**src/rtl/cafe_pkg.sv**
```systemverilog
// Shared types, phase/unit tables and sequencing helpers for the coffee preparation back end.
package cafe_pkg;

  typedef enum logic [2:0] {
    REPOSO    = 3'd0,
    AGUA      = 3'd1,
    CAFE      = 3'd2,
    LECHE     = 3'd3,
    CHOCOLATE = 3'd4,
    SERVIR    = 3'd5,
    LISTO     = 3'd6
  } estado_t;

  typedef enum logic [1:0] {
    NEGRO     = 2'd0,
    CON_LECHE = 2'd1,
    CAPUCCINO = 2'd2,
    MOCA      = 2'd3
  } tipo_cafe_t;

  typedef struct packed {
    logic valvula_agua;
    logic molino_cafe;
    logic valvula_leche;
    logic dosif_chocolate;
    logic servir;
    logic ocupado;
    logic listo;
    logic abortado;
  } salidas_t;

  localparam int unsigned NUM_TIPOS       = 4;
  localparam int unsigned NUM_FASES       = 5;
  localparam int unsigned UNIDADES_SERVIR = 2;

  // Units per timed phase (AGUA..SERVIR), one row per coffee type
  localparam int unsigned UNIDADES [NUM_TIPOS][NUM_FASES] = '{
    '{3, 4, 0, 0, UNIDADES_SERVIR},
    '{3, 3, 2, 0, UNIDADES_SERVIR},
    '{3, 2, 3, 0, UNIDADES_SERVIR},
    '{3, 3, 2, 2, UNIDADES_SERVIR}
  };

  function automatic int unsigned unidades(estado_t e, tipo_cafe_t t);
    logic [2:0] idx;
    idx = 3'(e) - 3'd1;
    if (e >= AGUA && e <= SERVIR) return UNIDADES[t][idx];
    return 0;
  endfunction

  // First phase after e with a non-zero duration; zero-unit phases cost no cycle
  function automatic estado_t fase_siguiente(estado_t e, tipo_cafe_t t);
    estado_t sig;
    sig = LISTO;
    for (int f = int'(NUM_FASES); f >= 1; f--) begin
      if (f > int'(e) && unidades(estado_t'(3'(f)), t) != 0) sig = estado_t'(3'(f));
    end
    return sig;
  endfunction

endpackage

```
**src/rtl/preparador_cafe_if.sv**
```systemverilog
// Request/status bundle between the payment verifier, front panel and the preparer.
interface preparador_cafe_if;
  logic       iniciarProceso;
  logic [1:0] tipoCafe;
  logic       cancelar;
  logic       valvula_agua;
  logic       molino_cafe;
  logic       valvula_leche;
  logic       dosif_chocolate;
  logic       servir;
  logic       ocupado;
  logic       listo;
  logic       abortado;
  logic [2:0] fase;

  modport master (
    output iniciarProceso, tipoCafe, cancelar,
    input  valvula_agua, molino_cafe, valvula_leche, dosif_chocolate, servir,
    input  ocupado, listo, abortado, fase
  );

  modport slave (
    input  iniciarProceso, tipoCafe, cancelar,
    output valvula_agua, molino_cafe, valvula_leche, dosif_chocolate, servir,
    output ocupado, listo, abortado, fase
  );
endinterface

```
**src/rtl/temporizador_fase.sv**
```systemverilog
// Loadable phase down-counter; holds at zero and flags expiry while zero.
module temporizador_fase #(
  parameter int unsigned ANCHO = 4
) (
  input  logic             clk,
  input  logic             rst_n,
  input  logic             cargar,
  input  logic [ANCHO-1:0] valor,
  output logic             expirado
);

  logic [ANCHO-1:0] cuenta_q, cuenta_d;

  always_comb begin
    cuenta_d = cuenta_q;
    if (cargar)                cuenta_d = valor;
    else if (cuenta_q != '0)   cuenta_d = cuenta_q - ANCHO'(1);
  end

  always_ff @(posedge clk or negedge rst_n) begin
    if (!rst_n) cuenta_q <= '0;
    else        cuenta_q <= cuenta_d;
  end

  assign expirado = (cuenta_q == '0);

endmodule

```
**src/rtl/preparador_cafe.sv**
```systemverilog
// Coffee preparation sequencer: timed actuator phases per coffee type, with cancel and status pulses.
module preparador_cafe
  import cafe_pkg::*;
#(
  parameter int unsigned CICLOS_POR_UNIDAD = 4
) (
  input logic               clk,
  input logic               rst_n,
  preparador_cafe_if.slave  bus
);

  localparam int unsigned ANCHO_TEMP = $clog2(4 * CICLOS_POR_UNIDAD);

  estado_t    estado_q, estado_d;
  tipo_cafe_t tipo_q, tipo_d;
  logic       armado_q;
  salidas_t   salidas_q, salidas_d;
  logic       inicio_c;
  logic       aborto_c;
  logic       expirado;
  logic       cargar;
  logic [ANCHO_TEMP-1:0] valor;

  function automatic logic [ANCHO_TEMP-1:0] duracion(estado_t e, tipo_cafe_t t);
    int unsigned u;
    u = unidades(e, t);
    if (u == 0) return '0;
    return ANCHO_TEMP'(u * CICLOS_POR_UNIDAD - 1);
  endfunction

  // armado_q is set only after iniciarProceso was seen low, so a level high out of reset cannot start
  always_ff @(posedge clk or negedge rst_n) begin
    if (!rst_n) begin
      estado_q  <= REPOSO;
      tipo_q    <= NEGRO;
      armado_q  <= 1'b0;
      salidas_q <= '0;
    end else begin
      estado_q  <= estado_d;
      tipo_q    <= tipo_d;
      armado_q  <= ~bus.iniciarProceso;
      salidas_q <= salidas_d;
    end
  end

  always_comb begin
    estado_d = estado_q;
    tipo_d   = tipo_q;
    aborto_c = 1'b0;
    inicio_c = bus.iniciarProceso & armado_q;
    unique case (estado_q)
      REPOSO: begin
        if (inicio_c && !bus.cancelar) begin
          tipo_d   = tipo_cafe_t'(bus.tipoCafe);
          estado_d = fase_siguiente(REPOSO, tipo_d);
        end
      end
      AGUA, CAFE, LECHE, CHOCOLATE: begin
        if (bus.cancelar) begin
          estado_d = REPOSO;
          aborto_c = 1'b1;
        end else if (expirado) begin
          estado_d = fase_siguiente(estado_q, tipo_q);
        end
      end
      SERVIR:  if (expirado) estado_d = LISTO;
      LISTO:   estado_d = REPOSO;
      default: estado_d = REPOSO;
    endcase
  end

  // Outputs are decoded from the next state so the registered copies line up with estado_q
  always_comb begin
    salidas_d = '0;
    unique case (estado_d)
      AGUA:      begin salidas_d.valvula_agua    = 1'b1; salidas_d.ocupado = 1'b1; end
      CAFE:      begin salidas_d.molino_cafe     = 1'b1; salidas_d.ocupado = 1'b1; end
      LECHE:     begin salidas_d.valvula_leche   = 1'b1; salidas_d.ocupado = 1'b1; end
      CHOCOLATE: begin salidas_d.dosif_chocolate = 1'b1; salidas_d.ocupado = 1'b1; end
      SERVIR:    begin salidas_d.servir          = 1'b1; salidas_d.ocupado = 1'b1; end
      LISTO:     salidas_d.listo = 1'b1;
      default:   ;
    endcase
    salidas_d.abortado = aborto_c;
  end

  // Every state change reloads the timer; non-timed states load zero
  assign cargar = (estado_d != estado_q);
  assign valor  = duracion(estado_d, tipo_d);

  temporizador_fase #(
    .ANCHO (ANCHO_TEMP)
  ) u_temporizador (
    .clk      (clk),
    .rst_n    (rst_n),
    .cargar   (cargar),
    .valor    (valor),
    .expirado (expirado)
  );

  assign bus.valvula_agua    = salidas_q.valvula_agua;
  assign bus.molino_cafe     = salidas_q.molino_cafe;
  assign bus.valvula_leche   = salidas_q.valvula_leche;
  assign bus.dosif_chocolate = salidas_q.dosif_chocolate;
  assign bus.servir          = salidas_q.servir;
  assign bus.ocupado         = salidas_q.ocupado;
  assign bus.listo           = salidas_q.listo;
  assign bus.abortado        = salidas_q.abortado;
  assign bus.fase            = 3'(estado_q);

endmodule

```
**src/flat_wrapper.sv**
```systemverilog
// flat-port wrapper written by rule: the top's interface ports become plain ports
module preparador_cafe_flat import cafe_pkg::*;
#(
  parameter int unsigned CICLOS_POR_UNIDAD = 4
)
  (clk, rst_n, bus_iniciarProceso, bus_tipoCafe, bus_cancelar, bus_valvula_agua, bus_molino_cafe, bus_valvula_leche, bus_dosif_chocolate, bus_servir, bus_ocupado, bus_listo, bus_abortado, bus_fase);
  preparador_cafe_if bus_i ();
  input logic clk;
  input logic rst_n;
  input wire logic [$bits(bus_i.iniciarProceso)-1:0] bus_iniciarProceso;
  input wire logic [$bits(bus_i.tipoCafe)-1:0] bus_tipoCafe;
  input wire logic [$bits(bus_i.cancelar)-1:0] bus_cancelar;
  output wire logic [$bits(bus_i.valvula_agua)-1:0] bus_valvula_agua;
  output wire logic [$bits(bus_i.molino_cafe)-1:0] bus_molino_cafe;
  output wire logic [$bits(bus_i.valvula_leche)-1:0] bus_valvula_leche;
  output wire logic [$bits(bus_i.dosif_chocolate)-1:0] bus_dosif_chocolate;
  output wire logic [$bits(bus_i.servir)-1:0] bus_servir;
  output wire logic [$bits(bus_i.ocupado)-1:0] bus_ocupado;
  output wire logic [$bits(bus_i.listo)-1:0] bus_listo;
  output wire logic [$bits(bus_i.abortado)-1:0] bus_abortado;
  output wire logic [$bits(bus_i.fase)-1:0] bus_fase;
  assign bus_i.iniciarProceso = bus_iniciarProceso;
  assign bus_i.tipoCafe = bus_tipoCafe;
  assign bus_i.cancelar = bus_cancelar;
  assign bus_valvula_agua = bus_i.valvula_agua;
  assign bus_molino_cafe = bus_i.molino_cafe;
  assign bus_valvula_leche = bus_i.valvula_leche;
  assign bus_dosif_chocolate = bus_i.dosif_chocolate;
  assign bus_servir = bus_i.servir;
  assign bus_ocupado = bus_i.ocupado;
  assign bus_listo = bus_i.listo;
  assign bus_abortado = bus_i.abortado;
  assign bus_fase = bus_i.fase;
  preparador_cafe #(.CICLOS_POR_UNIDAD(CICLOS_POR_UNIDAD)) u_core (.clk(clk), .rst_n(rst_n), .bus(bus_i));
endmodule
```
**config.mk**
```make
export PLATFORM = sky130hd
export DESIGN_NAME = preparador_cafe_flat
export DESIGN_NICKNAME = d
export VERILOG_FILES = /design/src/rtl/cafe_pkg.sv /design/src/rtl/preparador_cafe_if.sv /design/src/rtl/temporizador_fase.sv /design/src/rtl/preparador_cafe.sv /design/src/flat_wrapper.sv
export SDC_FILE = /design/constraint.sdc
export NUM_CORES = 1
export LEC_CHECK = 0
export CORE_MARGIN = 2
export CORE_UTILIZATION = 40
export DETAILED_ROUTE_END_ITERATION = 7
export DONT_BUFFER_PORTS = 1
export PLACE_DENSITY = 0.6
export SYNTH_ARGS = -nofsm -noshare
export SYNTH_HDL_FRONTEND = slang
export SYNTH_HIERARCHICAL = 1
export SYNTH_SLANG_ARGS = --single-unit
```
**constraint.sdc**
```tcl
create_clock -name clk -period 4.05 [get_ports clk]
set_input_delay 0.405 -clock clk [delete_from_list [all_inputs] [get_ports clk]]
set_output_delay 0.405 -clock clk [all_outputs]
set_load 0.01 [all_outputs]
```
==> flow_summary.toml <==
[sta]
fin_tns_setup_ps = 0
skew_ps = 8.67
maxSlewHeadroom_pct = 36.0
worst_slew_pin_slew_ps = 960
drv_slew = 0
timing.final.crit_period_ps = 3230
fin_crit_sh_pct = 79.8
hold_violations = 0
rsz0062_at_grt = "false"
fmax_mhz = 309
setup_ws_ps = 819
finalSetupViolCount = 0
whs_ps = 142

[synth]
synth-seq-area-share_pct = 38.6
netlist_area_sq_um = 1170
synth.most_common_cell = "dfrtp_1"
ys_top_cells_by_area = "dfrtp_1, ha_1, inv_1, nor2_1, mux2_2"
async_flop_share_pct = 100
syn_nets = 130
synth_top_area_share_pct = 38.6
synthCells = 118
yosys.area.top_type = "dfrtp_1"
ys.flop_type = "dfrtp_1"
postSynthAreaPerCell_sq_um = 9.88
ys_warn_count = 6
synth-edff-count = 0
synth_common_cells = "dfrtp_1, inv_1, nor2_1"
ys_seq_elements = 18
ys_types = 45

[grt]
grt_first_pass_wirelength_mm = 3.97
grt_pass1_vias = 826
grt_antenna_before_repair = 0
grt_start_max_net_pins = 19
grt-ovfl-total = 0
grt_use_total_pct = 15.4

[power]
leakage_nw = 0.537
p_per_area_nw_per_um2 = 585
ir_worst_vdd_uv = 318
power_mw = 0.716

[cts]
tritoncts = "yes"
path_clk_slew_ps = 110
clock_sinks = 18
ctsResizeCount = 0
cts_buffers = 3
root_buffer = "clkbuf_4"
clockBufferDepth = 2
clkLatencyLatePin_ps = 300
cts_max_level = 1

[detailed_routing]
antenna_left = 0
viasPerCell = 5.73
firstDrtPassIters = 4
wl_mm = 2.26
wl_per_cell_um = 15.1
vias = 854
drt_iter0_markers = 11
drcViolationCount = 0

[layout]
drive_above_1_share_pct = 14.4
fill_cells = 281
diodes = 0
multiInputGateArea_sq_um = 639
fin_nets = 131
regArea_sq_um = 450
area_growth_pct = 4.94

[floorplan]
ios = 17
die_h_um = 58.0
fp.dieW_um = 58.0
rows = 19
dieArea_sq_um = 3360
coreArea_sq_um = 2760
start_util_pct = 42.3

[placement]
dpl_worst_slack_ps = 840
gp_congestion = 0.810
hpwl_mm = 1.64
numPortBuffers = 0

[setup_path]
arrival_ps = 3380
cp_max_fo = 9
end_kind = "register"
cp-start-kind = "register"
crit_type = "reg2reg"
cp.required_ps = 4200

[run]
maxCapViolCount = 0

[run_status]
status = "finished clean"

[min_path]
hold_class = "in2reg"
[through the flow]
stage | utilization, % | instance area [sq um] | std cells
6_report | 44.4 | 1220 | 149
2_1_floorplan | - | 1170 | 118
3_5_place_dp | 42.7 | 1180 | 144
4_1_cts | 44.4 | 1220 | 149
5_1_grt | 44.4 | 1220 | 149
3_3_place_gp | 42.7 | 1180 | 144
[worst paths after layout]
path	startpoint	to	slack (ps)	depth (start not counted)
setup reg to reg	u_core/u_temporizador/cuenta_q[0]	u_core/u_temporizador/cuenta_q[2]	820	13
min in group asynchronous	rst_n	u_core/u_temporizador/cuenta_q[0]	630	1
max in group asynchronous	rst_n	u_core/bus.fase[2]	2920	1
hold reg to reg	u_core/u_temporizador/cuenta_q[0]	u_core/u_temporizador/cuenta_q[0]	650	3
setup / recovery	u_core/u_temporizador/cuenta_q[0]	u_core/u_temporizador/cuenta_q[2]	820	13
hold / removal	bus_iniciarProceso	u_core/armado_q	140	1
[logic make-up (layout without fill, tap and decap cells)]
| group | Yosys count | after routing | synth area share, % |
|---|---|---|---|
| fa+ha+maj | 6 | 6 | 6.44 |
| xor+xnor | 5 | 5 | 3.76 |
| flops | 18 | 18 | 38.6 |
| buf+inv | 17 | 17 | 6.54 |
| simple gates | 44 | 44 | 23.0 |
| mux | 5 | 5 | 4.61 |
| compound gates | 23 | 23 | 17.1 |
[cell type report]
class,count,area share (%)
multi-input combinational,83,52.2
sequential,18,36.8
inverter,11,3.37
tap,31,3.17
clock buffer,4,2.97
timing repair buffer,2,1.43
[what timing repair did]
action / CTS / global route
endpoints found under the hold margin: 18 / 0
buffers inserted: 0 / 0
hold buffers: 1 / 0
[sequential cells by signal, indices dropped and copies added (netlist names)]
name	count
u_core/bus.dosif_chocolate	1
u_core/bus.valvula_leche	1
u_core/u_temporizador/cuenta_q	4
u_core/tipo_q	2
u_core/armado_q	1
u_core/bus.servir	1
u_core/bus.molino_cafe	1
u_core/bus.listo	1
u_core/bus.valvula_agua	1
u_core/bus.ocupado	1
u_core/bus.fase	3
u_core/bus.abortado	1
[metal layers]
| layer | track usage (%) | vias to the layer above | share of wire (%) |
|---|---|---|---|
| met2 | 25.6 | 25 | 48 |
| met5 | 0 | - | 0 |
| met1 | 19.6 | 413 | 47 |
| li1 | - | 414 | - |
| met4 | 2.99 | 0 | 0.66 |
| met3 | 4.91 | 2 | 4.9 |
[critical path, stage by stage, from the launching register on]
cell      delay (ps)
dfrtp_1          390
inv_1             90
ha_1             210
nor3b_4          390
or3b_1           410
o211ai_2         260
a211o_2          230
inv_1             90
ha_1             260
xor2_1           190
a211oi_1         310
a31oi_1           70
nand2_1           80
o21ai_0           90
[power breakdown]
part | internal (mW) | switching, mW | leakage, nW
registers | 0.222 | 0.0587 | 0.238
logic | 0.150 | 0.173 | 0.278
clock network | 0.0548 | 0.0573 | 0.0210
total | 0.427 | 0.289 | 0.537
[layout by cell type (no fill, tap or decap), types with 2 or more instances in the layout]
cell type	count
dfrtp_1	18
inv_1	11
nor2_1	9
nand2_1	8
ha_1	6
and2_1	5
a21oi_1	4
nor3_1	4
clkbuf_4	3
mux2_2	3
o21ai_0	3
xnor2_1	3
a211oi_1	2
nand3_1	2
o21ai_1	2
nor3b_1	2
a31oi_1	2
xor2_1	2
nor4_1	2
mux2i_1	2
No activity file was read; power rests on OpenSTA's default activity.
